==> src/rtl/lock_chk_pkg.sv <==
// Shared types and helpers for the logic-lock equivalence checker:
// FSM states, maximal-length LFSR tap table and a popcount helper.
package lock_chk_pkg;

  typedef enum logic [2:0] {
    IDLE,
    DRIVE,
    WAIT,
    SAMPLE,
    REPORT,
    DONE
  } state_e;

  localparam int TAP_MAX = 64;
  localparam int POP_MAX = 256;

  // Counter width helper: never narrower than one bit.
  function automatic int cnt_w(input int n);
    return (n <= 2) ? 1 : $clog2(n);
  endfunction

  function automatic logic [TAP_MAX-1:0] tap_bits(input int a, input int b,
                                                  input int c, input int d);
    logic [TAP_MAX-1:0] m;
    m = '0;
    if (a > 0) m = m | (TAP_MAX'(1) << (a - 1));
    if (b > 0) m = m | (TAP_MAX'(1) << (b - 1));
    if (c > 0) m = m | (TAP_MAX'(1) << (c - 1));
    if (d > 0) m = m | (TAP_MAX'(1) << (d - 1));
    return m;
  endfunction

  // Tap positions (1-based) of primitive polynomials, register shifts toward the MSB.
  function automatic logic [TAP_MAX-1:0] lfsr_taps(input int w);
    case (w)
      2:  return tap_bits(2, 1, 0, 0);
      3:  return tap_bits(3, 2, 0, 0);
      4:  return tap_bits(4, 3, 0, 0);
      5:  return tap_bits(5, 3, 0, 0);
      6:  return tap_bits(6, 5, 0, 0);
      7:  return tap_bits(7, 6, 0, 0);
      8:  return tap_bits(8, 6, 5, 4);
      9:  return tap_bits(9, 5, 0, 0);
      10: return tap_bits(10, 7, 0, 0);
      11: return tap_bits(11, 9, 0, 0);
      12: return tap_bits(12, 6, 4, 1);
      13: return tap_bits(13, 4, 3, 1);
      14: return tap_bits(14, 5, 3, 1);
      15: return tap_bits(15, 14, 0, 0);
      16: return tap_bits(16, 15, 13, 4);
      17: return tap_bits(17, 14, 0, 0);
      18: return tap_bits(18, 11, 0, 0);
      19: return tap_bits(19, 6, 2, 1);
      20: return tap_bits(20, 17, 0, 0);
      21: return tap_bits(21, 19, 0, 0);
      22: return tap_bits(22, 21, 0, 0);
      23: return tap_bits(23, 18, 0, 0);
      24: return tap_bits(24, 23, 22, 17);
      25: return tap_bits(25, 22, 0, 0);
      26: return tap_bits(26, 6, 2, 1);
      27: return tap_bits(27, 5, 2, 1);
      28: return tap_bits(28, 25, 0, 0);
      29: return tap_bits(29, 27, 0, 0);
      30: return tap_bits(30, 6, 4, 1);
      31: return tap_bits(31, 28, 0, 0);
      32: return tap_bits(32, 22, 2, 1);
      33: return tap_bits(33, 20, 0, 0);
      34: return tap_bits(34, 27, 2, 1);
      35: return tap_bits(35, 33, 0, 0);
      36: return tap_bits(36, 25, 0, 0);
      39: return tap_bits(39, 35, 0, 0);
      40: return tap_bits(40, 38, 21, 19);
      41: return tap_bits(41, 38, 0, 0);
      42: return tap_bits(42, 41, 20, 19);
      43: return tap_bits(43, 42, 38, 37);
      44: return tap_bits(44, 43, 18, 17);
      45: return tap_bits(45, 44, 42, 41);
      46: return tap_bits(46, 45, 26, 25);
      47: return tap_bits(47, 42, 0, 0);
      48: return tap_bits(48, 47, 21, 20);
      default: return tap_bits(w, w - 1, 0, 0);
    endcase
  endfunction

  function automatic int unsigned popcount(input logic [POP_MAX-1:0] v);
    int unsigned n;
    n = 0;
    for (int i = 0; i < POP_MAX; i++) n = n + 32'(v[i]);
    return n;
  endfunction

endpackage

==> src/rtl/lfsr_gen.sv <==
// Maximal-length Fibonacci LFSR; a zero seed is replaced by 1 so it never locks up.
module lfsr_gen
  import lock_chk_pkg::*;
#(
  parameter int         W    = 16,
  parameter logic [W-1:0] SEED = 1
) (
  input  logic         clk,
  input  logic         rst,
  input  logic         step,
  output logic [W-1:0] value
);
  localparam logic [W-1:0]       SEED_NZ   = (SEED == '0) ? W'(1) : SEED;
  localparam logic [TAP_MAX-1:0] TAPS_FULL = lfsr_taps(W);
  localparam logic [W-1:0]       TAPS      = TAPS_FULL[W-1:0];

  logic [W-1:0] r_state;
  logic         w_fb;

  assign w_fb  = ^(r_state & TAPS);
  assign value = r_state;

  always_ff @(posedge clk or posedge rst) begin
    if (rst)       r_state <= SEED_NZ;
    else if (step) r_state <= {r_state[W-2:0], w_fb};
  end
endmodule

==> config.mk <==
export PLATFORM = sky130hd
export DESIGN_NAME = lfsr_gen
export DESIGN_NICKNAME = d
export VERILOG_FILES = /design/src/rtl/lock_chk_pkg.sv /design/src/rtl/lfsr_gen.sv
export SDC_FILE = /design/constraint.sdc
export NUM_CORES = 1
export LEC_CHECK = 0
export BUFFER_PORTS_ARGS = -buffer_cell sky130_fd_sc_hd__buf_2
export CORE_MARGIN = 8
export CORE_UTILIZATION = 45
export CTS_CLUSTER_SIZE = 8
export DETAILED_ROUTE_END_ITERATION = 6
export PLACE_DENSITY = 0.71
export SETUP_SLACK_MARGIN = 0.02
export SLEW_MARGIN = 15
export SYNTH_ARGS = -nofsm -noshare
export SYNTH_HDL_FRONTEND = slang
export SYNTH_SLANG_ARGS = --single-unit
==> constraint.sdc <==
create_clock -name clk -period 1.4 [get_ports clk]
set_clock_uncertainty 0.1 [all_clocks]
set_input_delay 0.28 -clock clk [delete_from_list [all_inputs] [get_ports clk]]
set_output_delay 0.28 -clock clk [all_outputs]
set_load 0.01 [all_outputs]
Word level (Yosys, flattened, before mapping):

Cells that the tools add are included.

* order comparisons: 0
* div/mod/pow operators: 0
* add/subtract/negate cells: 0
* shifts and indexed selects: 0
* mux-type cells: 0
* equal/unequal tests: 0
* multipliers: 0
* reduce and logical (&&, ||, !) cells: 1
* bitwise operators: 0

Operator list (count)
* 16-bit XOR reduction: 1

* output and inout port bits: 16
* memory bits (writable): 0
* bits in latches: 0
* memories: 0
* register bits: 16
* ROM bits: 0

Logic depth before layout (Yosys ltp):

Gate-level depths: netlist of run 1.

* word-level depth: 1
* mapped depth: 4
* depth with buffers taken out: 3

Worst setup path after synthesis of run 1:

Ideal clock, no wire load.

* kind: in2reg
* from: input step
* to: register r_state[10], in the netlist value[10]
* arrival: 816 ps
* slack: 359 ps
* stages on the path: 3
* data required time: 1175 ps
* cell sequence: buf_6 -> buf_12 -> mux2_4

RTL lines
* start: declaration: line lfsr_gen.sv:10 `input logic step,`
* end signal: assignment: line lfsr_gen.sv:25 `else if (step) r_state <= {r_state[W-2:0], w_fb};`
* end: declaration: line lfsr_gen.sv:17 `logic [W-1:0] r_state;`

No word-level cell between the ends.

Worst setup path after layout of run 1:

* from: register r_state[0], in the netlist value[0]
* to: output value[0]

RTL lines
* end: declaration: line lfsr_gen.sv:11 `output logic [W-1:0] value`

No word-level cell between the ends.

==> results.ini, run 1 <==
[clocking]
ctsHtreeMaxLevel=1
cts_buffer_depth=2
cts_tree=yes
ctsRootBufferMaster=clkbuf_4
postCtsSetupBuffers=0
path_clk_slew_ns=0.09
insertion_delay_ns=0.28
clock-sinks=16
numCtsBuffers=3

[die]
die_area_sq_um=2980
placeableCoreArea_sq_um=1450
rows=14
initial_core_util_pct=46.1
die_x_um=54.6
die_y_um=54.6
ios=19

[critical_path]
path_depth=1
critical_path_required_ns=1.02
r2r_start=value[12]
r2r-end=value[0]
path_buf_inv=1
worst-path-max-fanout=3
slowest_delay_ns=0.57
end_kind=primary output
cp-start-kind=register
cp_data_arrival_time_ns=0.95
setup.worst_path.class=reg2out
crit_family=flip-flops
cp_slowest_cell=dfstp_2
r2r_slack_ns=0.39
crit_chain=buf_6
ff2ff_path_depth=3

[power]
p_per_area_nw_per_um2=2450
p_clk_share_pct=15.0
switching_power_mw=0.644
p_comb_share_pct=40.0
pwr-share-seq_pct=45.0
leakage_nw=0.379
ir_drop_mv=1.22
p_int_mw=1.34
finalPower_mw=1.98
swShare_pct=32.5

[final_layout]
largest_reg_flops=16
syn2layout_area_growth_pct=20.7
multi_input_area_sq_um=234
drive_gt1_share_pct=63.9
register_area_sq_um=402
nFillCells=132
most-common-layout-cells=17 x buf_2, 15 x dfrtp_1, 8 x mux2_4, 7 x mux2_2
antennaDiodeCount=0
instances_no_fill=77
final_common_cell=buf_2
final_nets=65

[timing]
finalSetupTns_ns=0
final_max_slew_viol_count=0
relSlewSlack_pct=72.2
post-route-period-util_pct=95.1
fmax_mhz=751
setup_violations=0
fin_crit_ns=1.33
worst_pin_slew_ns=0.417
hold_viol=0
rsz0062_at_grt=false

[status]
status=finished clean

[drt]
wl_um=1130
ant_nets=0
first_pass_iters=2
drt-initial-drc-count=1
drc=0
num_vias=386
routed_via_density=5.01
wl_per_cell_um=14.6

[logic_synthesis]
ys_types=10
synth_seq_area_share_pct=59.9
syn_nets=42
synth.ff_latch_count=16
yosysWarningCount=0
syn_area_sq_um=671
synthCells=39
avgSynthCellArea_sq_um=17.2

[hold_path]
hp-class=in2reg
holdPathStages=3
min_to=value[0]
hp-start=step

[place]
port_buffers=18
dpl.cell_count=72
hpwl_um=813
gp_congestion=0.648

[grt]
grt_max_degree=18
grt_pass1_wl_um=1740
grtUsageTotal_pct=8.34
gr-total-overflow=0
antenna_found_initial=0
grt_pass1_vias=391

[job]
cap_violations=0

## kinds of logic after synthesis
kind of cell / Yosys count / synth area share [%]
buffers and inverters: 3 / 5.22
xor gates and xnor gates: 3 / 3.92
AOI/OAI and AO/OA: 1 / 0.746
and+or+nand+nor: 1 / 0.559
muxes: 15 / 29.7
DFF: 16 / 59.9
## worst max-delay path by stage
| stage | start | end | slack, ns |
|---|---|---|---|
| finish | value[0] | value[0] | 0.07 |
| global route | value[0] | value[0] | 0.03 |
| CTS | value[0] | value[0] | 0.04 |
| detailed placement | step | value[3] | 0.14 |
| global placement | step | value[14] | 0.16 |
| floorplan | step | value[10] | 0.36 |
## layout make-up
| class | instances | share of cell area (%) |
|---|---|---|
| multi-input cells | 20 | 28.9 |
| flip-flops and latches | 16 | 49.6 |
| inverters | 1 | 0.464 |
| well taps | 16 | 2.47 |
| clock buffers | 4 | 4.48 |
| repair buffers | 20 | 14.1 |
## timing repair
| item | CTS | global route |
|---|---|---|
| resized for setup | 0 | 1 |
| endpoints found under the hold margin | 15 | 0 |
| hold buffers | 1 | 0 |
| setup endpoints to repair | 0 | 1 |
## Yosys cell counts, drive strengths merged
library cell	instances	share of area [%]
dfrtp	15	56
mux2	15	30
xnor2	3	3.9
buf	2	4.7
a21oi	1	0.75
dfstp	1	3.9
inv	1	0.56
nor2	1	0.56
## metal layers
layer	up-vias	share of wire (%)	wire length, um	track usage, %
met5	-	0	0	0
met4	0	2.2	25	6.15
met3	4	7.0	79	3.53
met2	13	46	523	11.9
met1	192	44	496	9.73
li1	177	-	-	-
## power groups by stage
stage	registers (mW)	clock network [mW]	logic, mW
after floorplan	0.982	0	0.406
after global placement	0.892	0	0.779
after detailed placement	0.899	0	0.794
after CTS	0.895	0.305	0.798
after global routing	0.926	0.334	0.855
final	0.892	0.296	0.792
## per-stage QoR
stage | hold WS [ns] | worst slack [ns] | util (%) | area (sq um)
global route | 0.326 | 0.0259 | 55.7 | 810
global placement | 0.188 | 0.159 | 52.1 | 757
floorplan | 0.0930 | 0.359 | - | 671
detailed placement | 0.195 | 0.144 | 52.1 | 757
CTS | 0.329 | 0.0424 | 55.2 | 803
finish | 0.331 | 0.0687 | 55.7 | 810
(Power assumes the default switching activity.)
==> run 2, diff against run 1 <==
BUFFER_PORTS_ARGS = -buffer_cell sky130_fd_sc_hd__clkbuf_2   (was -buffer_cell sky130_fd_sc_hd__buf_2)
==> run 2 against run 1 <==
Against the previous run:
- die area unchanged
- total power grew 0.75%
- clock-buffer cell count stayed put
- final cell count increased by 2.6%
- design area rose by 2.6%
- largest power group unchanged
- highest routed layer is now met3
==> results.ini, run 2 (synthesis gave the netlist of run 1 again) <==
[critical_path]
worst-path-max-fanout=3
critical_path_required_ns=1.02
crit_chain=buf_2
ff2ff_path_depth=3
r2r_slack_ns=0.35
r2r-end=value[0]
path_buf_inv=1
slowest_delay_ns=0.56
cp_slowest_cell=dfstp_2
crit_family=flip-flops
r2r_start=value[12]
cp_data_arrival_time_ns=0.97
setup.worst_path.class=reg2out
cp-start-kind=register
end_kind=primary output

[drt]
routed_via_density=4.86
wl_um=1120
ant_nets=0
drc=0
first_pass_iters=2
wl_per_cell_um=14.2
drt-initial-drc-count=2
num_vias=384

[job]
cap_violations=0

[timing]
hold_viol=0
final_max_slew_viol_count=0
rsz0062_at_grt=false
finalSetupTns_ns=0
worst_pin_slew_ns=0.199
post-route-period-util_pct=96.5
fmax_mhz=740
fin_crit_ns=1.35
setup_slack_ns=0.0484
relSlewSlack_pct=86.7
setup_violations=0

[clocking]
numCtsBuffers=3
cts_tree=yes
clock-sinks=16
cts_buffer_depth=2
ctsHtreeMaxLevel=1
path_clk_slew_ns=0.09
insertion_delay_ns=0.28
ctsRootBufferMaster=clkbuf_4

[final_layout]
syn2layout_area_growth_pct=23.9
antennaDiodeCount=0
final_nets=67
drive_gt1_share_pct=65.1
largest_reg_flops=16
final_common_cell=clkbuf_2
nFillCells=121
most-common-layout-cells=17 x clkbuf_2, 15 x dfrtp_1, 8 x mux2_4, 7 x mux2_2

[power]
pwr-share-seq_pct=45.0
p_clk_share_pct=14.9
leakage_nw=0.398
finalPower_mw=2.00
p_comb_share_pct=40.1
p_int_mw=1.34
swShare_pct=32.9
p_per_area_nw_per_um2=2400
ir_drop_mv=1.13
switching_power_mw=0.657

[status]
status=finished clean

[grt]
grt_max_degree=18
grt_pass1_vias=404
grt_pass1_wl_um=1770
gr-total-overflow=0
grtUsageTotal_pct=8.44
antenna_found_initial=0

[die]
die_area_sq_um=2980
rows=14
initial_core_util_pct=46.1
ios=19
die_x_um=54.6
placeableCoreArea_sq_um=1450
die_y_um=54.6

[hold_path]
hp-class=in2reg
holdPathStages=3
hp-start=step
min_to=value[0]

[place]
gp_congestion=0.649
hpwl_um=826
port_buffers=18
pre_cts_ws_ns=0.278

-- run 2: how the worst max path moves through the flow --
stage / depth (start not counted) / to / slack, ns / from
finish: 1 / value[0] / 0.05 / value[0]
global route: 1 / value[0] / 0.02 / value[0]
CTS: 1 / value[0] / 0.03 / value[0]
detailed placement: 3 / value[14] / 0.28 / step
global placement: 3 / value[15] / 0.30 / step
floorplan: 3 / value[10] / 0.36 / step
-- run 2: timing repair --
action                                  4_1_cts  5_1_grt
resized for setup                             0        1
hold buffers                                  1        0
hold endpoints to repair                     15        0
buffers inserted                              0        1
endpoints found under the setup margin        0        1
-- run 2: layout make-up --
cell class | count | area (sq um) | share of cell area [%]
Inverter | 1 | 3.75 | 0.452
Tap cell | 16 | 20.0 | 2.41
Timing Repair Buffer | 22 | 135 | 16.3
Multi-Input combinational cell | 20 | 234 | 28.2
Sequential cell | 16 | 402 | 48.3
Clock buffer | 4 | 36.3 | 4.37
-- run 2: stage by stage --
step,instance area [sq um],hold slack (ns),instances,utilization (%)
2_1_floorplan,671,0.0930,39,-
3_3_place_gp,777,0.171,73,53.4
3_5_place_dp,777,0.175,73,53.4
4_1_cts,823,0.245,78,56.6
5_1_grt,831,0.248,79,57.1
6_report,831,0.251,79,57.1
-- run 2: power by group through the flow --
| stage | clock [mW] | sequential, mW | combinational, mW |
|---|---|---|---|
| after floorplan | 0 | 0.982 | 0.406 |
| after global placement | 0 | 0.903 | 0.780 |
| after detailed placement | 0 | 0.909 | 0.803 |
| after CTS | 0.309 | 0.906 | 0.803 |
| after global routing | 0.329 | 0.941 | 0.850 |
| final | 0.297 | 0.898 | 0.801 |
-- run 2: per-layer routing --
layer | global-route usage [%] | vias to the layer above | part of all wire (%)
met3 | 3.26 | 0 | 4.4
li1 | - | 181 | -
met2 | 13.2 | 11 | 50
met5 | 0 | - | 0
met1 | 9.08 | 192 | 46
met4 | 6.15 | 0 | 0
==> run 3, diff against run 2 <==
==> constraint.sdc (replaced) <==
create_clock -name clk -period 1.4 [get_ports clk]
set_clock_uncertainty 0.1 [all_clocks]
set_input_delay 0.14 -clock clk [delete_from_list [all_inputs] [get_ports clk]]
set_output_delay 0.14 -clock clk [all_outputs]
set_load 0.01 [all_outputs]
==> run 3 against run 2 <==
Against the previous run:
- sequential power about the same
- die area is the same
- total power fell by 1.5%
- critical endpoint unchanged
- largest power group unchanged
- combinational power decreased by 4.0%
- first-iteration DRC count rose to 2.5 times the previous value
- non-clock buffer count shrank 2
- sequential share of layout area is 1.7 points higher
- worst hold slack improved by 0.099 ns
- final cell count down 2.5%
- critical path depth stayed put
- via count down 1.8%
==> results.ini, run 3 (synthesis gave the netlist of run 1 again) <==
[final_layout]
final_nets=65
drive_gt1_share_pct=63.9
most-common-layout-cells=18 x clkbuf_2, 15 x dfrtp_1, 8 x mux2_4, 7 x mux2_2
largest_reg_flops=16
nFillCells=126
final_util_pct=55.2
final_common_cell=clkbuf_2
antennaDiodeCount=0
syn2layout_area_growth_pct=19.8

[power]
swShare_pct=33.0
pwr-share-seq_pct=45.6
ir_drop_mv=1.37
p_clk_share_pct=15.3
p_per_area_nw_per_um2=2450
leakage_nw=0.385
p_int_mw=1.32
p_comb_share_pct=39.1
switching_power_mw=0.648

[place]
hpwl_um=783
pre_cts_ws_ns=0.268
gp_congestion=0.659
port_buffers=18

[drt]
drc=0
routed_via_density=4.90
wl_per_cell_um=13.9
drt-initial-drc-count=5
num_vias=377
first_pass_iters=2
ant_nets=0
wl_um=1070

[timing]
fin_crit_ns=1.21
setup_violations=0
hold_viol=0
finalSetupTns_ns=0
fmax_mhz=826
final_max_slew_viol_count=0
worst_pin_slew_ns=0.602
rsz0062_at_grt=false
setup_slack_ns=0.189
relSlewSlack_pct=59.8
post-route-period-util_pct=86.5

[grt]
met3_usage_pct=3.26
use_met2_pct=12.1
grt_max_degree=17
grt_most_used_layer=met2
grt_pass1_wl_um=1710
use_met1_pct=9.76
antenna_found_initial=0
gr-total-overflow=0
grt_pass1_vias=393
grtUsageTotal_pct=8.02

[critical_path]
crit_family=flip-flops
critical_path_required_ns=1.16
r2r_slack_ns=0.38
r2r-end=value[0]
crit_chain=clkbuf_2
cp_slowest_cell=dfstp_2
slowest_delay_ns=0.56
end_kind=primary output
setup.worst_path.class=reg2out
path_buf_inv=1
r2r_start=value[12]
cp_data_arrival_time_ns=0.97
worst-path-max-fanout=3
ff2ff_path_depth=3
cp-start-kind=register

[clocking]
cts_buffer_depth=2
clock-sinks=16
numCtsBuffers=3
ctsHtreeMaxLevel=1
insertion_delay_ns=0.28
postCtsSetupBuffers=0
ctsRootBufferMaster=clkbuf_4
cts_tree=yes
path_clk_slew_ns=0.09

[job]
cap_violations=0

[status]
status=finished clean

[die]
die_y_um=54.6
initial_core_util_pct=46.1
die_x_um=54.6
placeableCoreArea_sq_um=1450
ios=19
rows=14
die_area_sq_um=2980

[hold_path]
hp-class=in2async

[run 3: changes by cell type in the layout (fill, tap and decap cells not counted), sizes merged]
cell	before	now
buf	4	1
clkbuf	21	22
[run 3: metal layers]
layer	vias to the layer above	part of all wire [%]	wire length, um
met1	190	48	512
met4	0	0	0
met2	11	45	479
li1	176	-	-
met3	0	7.2	77
met5	-	0	0
[run 3: worst max path at each step]
stage / from / endpoint / slack [ns] / cells past startpoint
after floorplan: value[14] / value[0] / 0.40 / 3
after global placement: step / value[14] / 0.28 / 2
after detailed placement: step / value[14] / 0.27 / 2
after CTS: value[0] / value[0] / 0.18 / 1
after global routing: value[0] / value[0] / 0.15 / 1
final: value[0] / value[0] / 0.19 / 1
[run 3: power by group through the flow]
stage	Sequential, mW	Combinational (mW)	Clock (mW)
3_5_place_dp	0.909	0.786	0
4_1_cts	0.902	0.790	0.309
5_1_grt	0.943	0.827	0.333
3_3_place_gp	0.901	0.775	0
6_report	0.897	0.769	0.300
2_1_floorplan	0.982	0.406	0
[run 3: stage by stage]
| stage | cells | hold WS (ns) | power (mW) | area (sq um) |
|---|---|---|---|---|
| 3_3_place_gp | 72 | 0.108 | 1.68 | 757 |
| 4_1_cts | 77 | 0.347 | 2.00 | 803 |
| 6_report | 77 | 0.350 | 1.97 | 803 |
| 3_5_place_dp | 72 | 0.114 | 1.69 | 757 |
| 2_1_floorplan | 39 | -0.0470 | 1.39 | 671 |
| 5_1_grt | 77 | 0.351 | 2.10 | 803 |
[run 3: final cells by class]
type	count	area, sq um	share of cell area (%)
clock buffer	4	36.3	4.52
tap	16	20.0	2.49
multi-input combinational	20	234	29.1
inverter	1	3.75	0.467
timing repair buffer	20	108	13.4
sequential	16	402	50.0
[run 3: timing repair]
action                                 CTS  global route
endpoints found under the hold margin   15             0
hold buffers                             1             0
resized for setup                        0             0
